**src/rtl/rng_lfsr_range.sv**
```systemverilog
// Fibonacci LFSR random source with seed load and req/valid handshake.
// Define RNG_RANGE_EN to add rejection sampling against `limit` with a bounded retry fallback.
module rng_lfsr_range #(
    parameter int               WIDTH     = 8,
    parameter logic [WIDTH-1:0] TAPS      = WIDTH'(8'hB8),
    parameter logic [WIDTH-1:0] SEED      = WIDTH'(1),
    parameter int               MAX_TRIES = 4
) (
    input  logic             clk,
    input  logic             rst,
    input  logic             switch,
    input  logic             seed_load,
    input  logic [WIDTH-1:0] seed,
    input  logic             req,
    input  logic [WIDTH-1:0] limit,
    output logic [WIDTH-1:0] out,
    output logic             valid,
    output logic             busy,
    output logic             fallback
);
    // The all-zero state would lock the LFSR, so any zero load becomes 1.
    localparam logic [WIDTH-1:0] RST_VAL = (SEED == '0) ? WIDTH'(1) : SEED;

    typedef enum logic {IDLE, DRAW} state_t;

    state_t           state_q, state_d;
    logic [WIDTH-1:0] lfsr_q, lfsr_d;
    logic [WIDTH-1:0] out_q, out_d;
    logic             valid_q, valid_d;
    logic [WIDTH-1:0] lfsr_next;
    logic [WIDTH-1:0] seed_safe;

    assign lfsr_next = {lfsr_q[WIDTH-2:0], ^(lfsr_q & TAPS)};
    assign seed_safe = (seed == '0) ? WIDTH'(1) : seed;

`ifdef RNG_RANGE_EN
    localparam int TW = $clog2(MAX_TRIES + 1);
    logic [TW-1:0] tries_q, tries_d;
    logic          fb_q, fb_d;
`else
    logic unused_limit;
    assign unused_limit = ^limit;
`endif

    always_comb begin
        state_d = state_q;
        lfsr_d  = lfsr_q;
        out_d   = out_q;
        valid_d = 1'b0;
`ifdef RNG_RANGE_EN
        tries_d = tries_q;
        fb_d    = fb_q;
`endif
        if (seed_load) begin
            lfsr_d  = seed_safe;
            state_d = IDLE;
        end else begin
            case (state_q)
                IDLE: begin
                    if (switch) lfsr_d = lfsr_next;
                    if (req) begin
                        state_d = DRAW;
`ifdef RNG_RANGE_EN
                        tries_d = '0;
`endif
                    end
                end
                DRAW: begin
                    lfsr_d = lfsr_next;
`ifdef RNG_RANGE_EN
                    // An in-range candidate always wins; masking only rescues an exhausted draw.
                    if (lfsr_q <= limit) begin
                        out_d   = lfsr_q;
                        fb_d    = 1'b0;
                        valid_d = 1'b1;
                        state_d = IDLE;
                    end else if (tries_q == TW'(MAX_TRIES)) begin
                        out_d   = lfsr_q & limit;
                        fb_d    = 1'b1;
                        valid_d = 1'b1;
                        state_d = IDLE;
                    end else begin
                        tries_d = tries_q + TW'(1);
                    end
`else
                    out_d   = lfsr_q;
                    valid_d = 1'b1;
                    state_d = IDLE;
`endif
                end
                default: state_d = IDLE;
            endcase
        end
    end

    always_ff @(posedge clk or negedge rst) begin
        if (!rst) begin
            state_q <= IDLE;
            lfsr_q  <= RST_VAL;
            out_q   <= '0;
            valid_q <= 1'b0;
`ifdef RNG_RANGE_EN
            tries_q <= '0;
            fb_q    <= 1'b0;
`endif
        end else begin
            state_q <= state_d;
            lfsr_q  <= lfsr_d;
            out_q   <= out_d;
            valid_q <= valid_d;
`ifdef RNG_RANGE_EN
            tries_q <= tries_d;
            fb_q    <= fb_d;
`endif
        end
    end

    assign out   = out_q;
    assign valid = valid_q;
    assign busy  = (state_q == DRAW);
`ifdef RNG_RANGE_EN
    assign fallback = fb_q;
`else
    assign fallback = 1'b0;
`endif
endmodule

```
**config.mk**
```make
export PLATFORM = sky130hd
export DESIGN_NAME = rng_lfsr_range
export DESIGN_NICKNAME = d
export VERILOG_FILES = /design/src/rtl/rng_lfsr_range.sv
export SDC_FILE = /design/constraint.sdc
export NUM_CORES = 1
export LEC_CHECK = 0
export ABC_CLOCK_PERIOD_IN_PS = 1400
export BUFFER_PORTS_ARGS = -buffer_cell sky130_fd_sc_hd__buf_2
export CELL_PAD_IN_SITES_DETAIL_PLACEMENT = 0
export CELL_PAD_IN_SITES_GLOBAL_PLACEMENT = 1
export CORE_MARGIN = 10
export CORE_UTILIZATION = 32
export CTS_CLUSTER_SIZE = 14
export DETAILED_ROUTE_END_ITERATION = 16
export PLACE_DENSITY = 0.71
export SLEW_MARGIN = 20
export SYNTH_ARGS = -nofsm -noshare
export SYNTH_HDL_FRONTEND = slang
export SYNTH_SLANG_ARGS = --single-unit
export TNS_END_PERCENT = 30
```
**constraint.sdc**
```tcl
create_clock -name clk -period 1.4 [get_ports clk]
set_clock_uncertainty 0.2 [all_clocks]
set_input_delay 0.35 -clock clk [delete_from_list [all_inputs] [get_ports clk]]
set_output_delay 0.35 -clock clk [all_outputs]
set_load 0.01 [all_outputs]
```
# Yosys cells after proc, flatten, opt, wreduce, memory -nomap -nowiden
# Index checks and enable logic that the tools add are counted.
# op_classes
eq_ne,1
mux,9
bitwise,2
n_reduce_logical,3
# op_table
operator,count
$mux 8,3
$pmux 8 s2,1
$logic_not 8->1,1
$reduce_xor 8->1,1
$mux 1,4
$ne 3x3->1 const B,1
$not 1->1,2
$pmux 1 s2,1
$reduce_and 2->1,1
# word_totals
ff_bits,18
inputBits,21
output_inout_bits,11
elab_cells,19

# Depth between registers and ports, before layout
# depth
ltp_word,4
mapped_depth,4
ltp_nobuf,3

# Worst setup path before layout
# OpenSTA, ideal clock, no wires.
# synth_path
path_kind,input to register
start,input port seed_load
end,register out_q[0] (netlist: out[0])
setup_ns,0.125
arrival_time_ns,1.191
required_time_ns,1.075
path_slack_ns,-0.116
path_stages,4
path_buffers,2
path_cell_list,clkbuf_1 -> nand2b_1 -> buf_2 -> mux2_2
# synth_via
elab_chain_cells,2
# synth_rtl
item,line,text
start: declaration,12,"input logic seed_load,"
$not 1->1 (no source line),-,
$reduce_and 2->1 (no source line),-,
end signal: assignment,109,out_q <= out_d;
end: declaration,28,"logic [WIDTH-1:0] out_q, out_d;"
# No other way between the ends.
# A chain may end at the register's enable or synchronous reset.

# Final worst setup path
# layout_path
start,register state_q (netlist: busy)
end,output port busy
# layout_lines
item,line,text
start: declaration,26,"state_t state_q, state_d;"
start signal: assignment,107,state_q <= state_d;
end: declaration,18,"output logic busy,"
# No word-level cell between the ends.

==> run_results.csv <==
group,metric,value,unit
run_status,status,"finished, violations left",
run_status,violations,"negative setup slack",
yosys,postSynthAreaPerCell,12.5,um^2
detailed_routing,drt.antenna.violating_nets,0,
clock_network,clock_tree.root_cell,"clkbuf_4",
yosys,yosysSeqAreaShare,56.6,%
critical_path,worstPathCellList,"buf_6",
detailed_routing,detail_route.iter0.violations,12,
critical_path,cpLargestDelayFamily,"flip-flops",
timing,min_period_over_period,102,%
placed_design,place.port_buffers,22,
yosys,syn_inst,64,
timing,finalWorstPathRequiredPeriod,1.42,ns
critical_path,critPathLaunchType,"register",
yosys,synth.most_common_cell,"dfrtp_1",
yosys,async_flop_share,100,%
placed_design,dp_hpwl,1.34,mm
die,io_pins,32,
power_and_ir_drop,ir_worst_vdd,637,uV
hold_path,min_from,"seed[7]",
power_and_ir_drop,leakagePower,0.000506,uW
yosys,postSynthNetCount,85,
finish,ff_latch_area,453,um^2
global_routing,via_count_of_the_first_global_routing_pass,639,
critical_path,crit_required,0.85,ns
yosys,synth_warnings,0,
placed_design,dpl_worst_slack,-0.255,ns
critical_path,end_kind,"primary output",
clock_network,insertion_delay_of_the_later_clocked_pin_in_the_worst_skew_pair,0.30,ns
clock_network,post-cts-setup-buffers,0,
die,std_cell_rows,18,
finish,total_area_of_multi_input_combinational_cells,323,um^2
timing,slew_violations,0,
yosys,synth_top_cells_by_count,"dfrtp_1, mux2_2, mux2i_1, nand2_1, o21ai_0",
critical_path,critical_path.n_buffers_inverters,1,
yosys,ys_types,21,
global_routing,wire_length_of_the_first_global_routing_pass,3.00,mm
clock_network,numCtsBuffers,3,
critical_path,crit_path_max_fanout,5,
global_routing,largest_net_degree_at_the_start_of_global_routing,19,
yosys,yosys.area.top_type_share,53.3,%
die,width_of_the_die,69.9,um
die,floorplan.initialDensity,32.8,%
finish,area.growth.synth_to_final,31.3,%
critical_path,slowest_stage,"dfrtp_2",
detailed_routing,drcViolationCount,0,
finish,nets,114,
die,dieArea,4890,um^2
global_routing,globalRouteOverflowTotal,0,
global_routing,antenna_found_initial,0,
timing,timing_hold_violations_final,0,
timing,report.final.setup_viol,1,
finish,fraction_of_final_layout_cells_sized_beyond_drive_strength_1,47.8,%
die,core-area,2430,um^2
critical_path,crit_start,"busy",
placed_design,gp_congestion,0.734,
power_and_ir_drop,power.density,1270,nW/um^2
finish,final_util,43.1,%
detailed_routing,detail_route.vias_per_cell,4.70,
critical_path,worst-endpoint-arrival,0.87,ns
detailed_routing,routed_wl,1.76,mm
yosys,synth.cell_area,798,um^2
detailed_routing,vias_post_dr,574,
finish,n_fill_cell,242,
run,max_cap_viol_count,0,
detailed_routing,drt_pre_antenna_iters,4,
clock_network,cts.path.max_buffers,2,
clock_network,cts_sinks,18,
yosys,synth-edff-count,0,
critical_path,r2r_start,"busy",
timing,grt_setup_unrepaired,"yes",
global_routing,grt_util_all_layers,7.62,%
finish,num_antenna_cells,0,
hold_path,hold_path.class,"input port to register",
clock_network,tritoncts_clock_tree,"done",
critical_path,worst_path_class_setup,"register to primary output",
yosys,synth.largest_area_cell,"dfrtp_1",
die,chipHeight,69.9,um
timing,finalWorstSetupSlack,-0.0224,ns
yosys,synth_top_flop_cell,"dfrtp_1",
detailed_routing,detail_route.wl_per_cell,14.4,um
clock_network,clock_tree.htree_level_count,1,
critical_path,critical-path-max-stage-delay,0.45,ns
clock_network,worst_setup_hold_path_clk_slew,0.11,ns
timing,achievable-frequency,703,MHz
yosys,yosys_register_bits,18,
yosys,synthTopCellsByArea,"dfrtp_1, mux2_2, mux2i_1",
-- final cells by class --
cell class | count | area share (%)
Tap cell | 30 | 3.58
Multi-Input combinational cell | 41 | 30.8
Sequential cell | 18 | 43.2
Inverter | 1 | 0.358
Timing Repair Buffer | 28 | 18.6
Clock buffer | 4 | 3.46
-- final timing paths --
| kind | cells after the start | end | slack, ns |
|---|---|---|---|
| min | 3 | lfsr_q[7] | 0.07 |
| max | 1 | busy | -0.02 |
| max in group asynchronous | 2 | lfsr_q[0] | 0.36 |
| min reg2reg | 1 | out[2] | 0.31 |
| max reg2reg | 3 | out[0] | 0.04 |
| min in group asynchronous | 2 | out[7] | 0.30 |
-- metrics by stage --
stage	instance area (um^2)	cells	total power, uW	setup TNS [ns]	hold WS, ns
CTS	1030	122	1340	-0.0664	0.0697
detailed placement	988	117	1010	-0.317	0.109
global route	1050	122	1410	-0.245	0.0824
finish	1050	122	1330	-0.0224	0.0708
floorplan	802	64	852	-0.102	-0.146
global placement	988	117	997	-0.253	0.100
-- logic make-up after synthesis --
group | count (synthesis) | share of synthesized area [%]
simple gates | 13 | 8.94
buf+inv | 5 | 2.98
other cells | 1 | 0.470
xor+xnor | 3 | 3.29
flops | 18 | 56.6
mux | 15 | 20.1
compound gates | 9 | 7.68
-- worst min-delay path, delay by kind of cell --
| kind | cells | cell delay, ns |
|---|---|---|
| and+or+nand+nor | 1 | 0.04 |
| buffers and inverters | 1 | 0.09 |
| AOI/OAI and AO/OA | 1 | 0.06 |
-- registers in the layout, summed over array words and instances, names as in the netlist --
register,flops
lfsr_q,8
out,8
busy,1
valid,1
-- what timing repair did --
| item | CTS | global route |
|---|---|---|
| setup endpoints to repair | 1 | 14 |
| endpoints found under the hold margin | 17 | 0 |
| pin swaps | 0 | 0 |
| resized for setup | 0 | 3 |
| hold buffers | 1 | 0 |
-- power by group --
part,switching (uW),internal [uW]
clock network,168,159
registers,55.2,618
logic,146,181
-- layer usage --
metal / track usage (%) / up-vias / part of all wire, %
li1: - / 276 / -
met1: 9.18 / 270 / 46
met2: 10.7 / 24 / 44
met3: 2.68 / 4 / 6.7
met4: 5.92 / 0 / 2.5
met5: 0 / - / 0
-- cells in the final DEF (no fill, tap or decap), types with 3 or more instances in the layout --
cell type  count
buf_2         20
buf_4          3
clkbuf_4       3
dfrtp_1       16
mux2_2         8
mux2i_1        7
nand2_1        7
o21ai_0        7
Power figures use the tool's default switching activity.
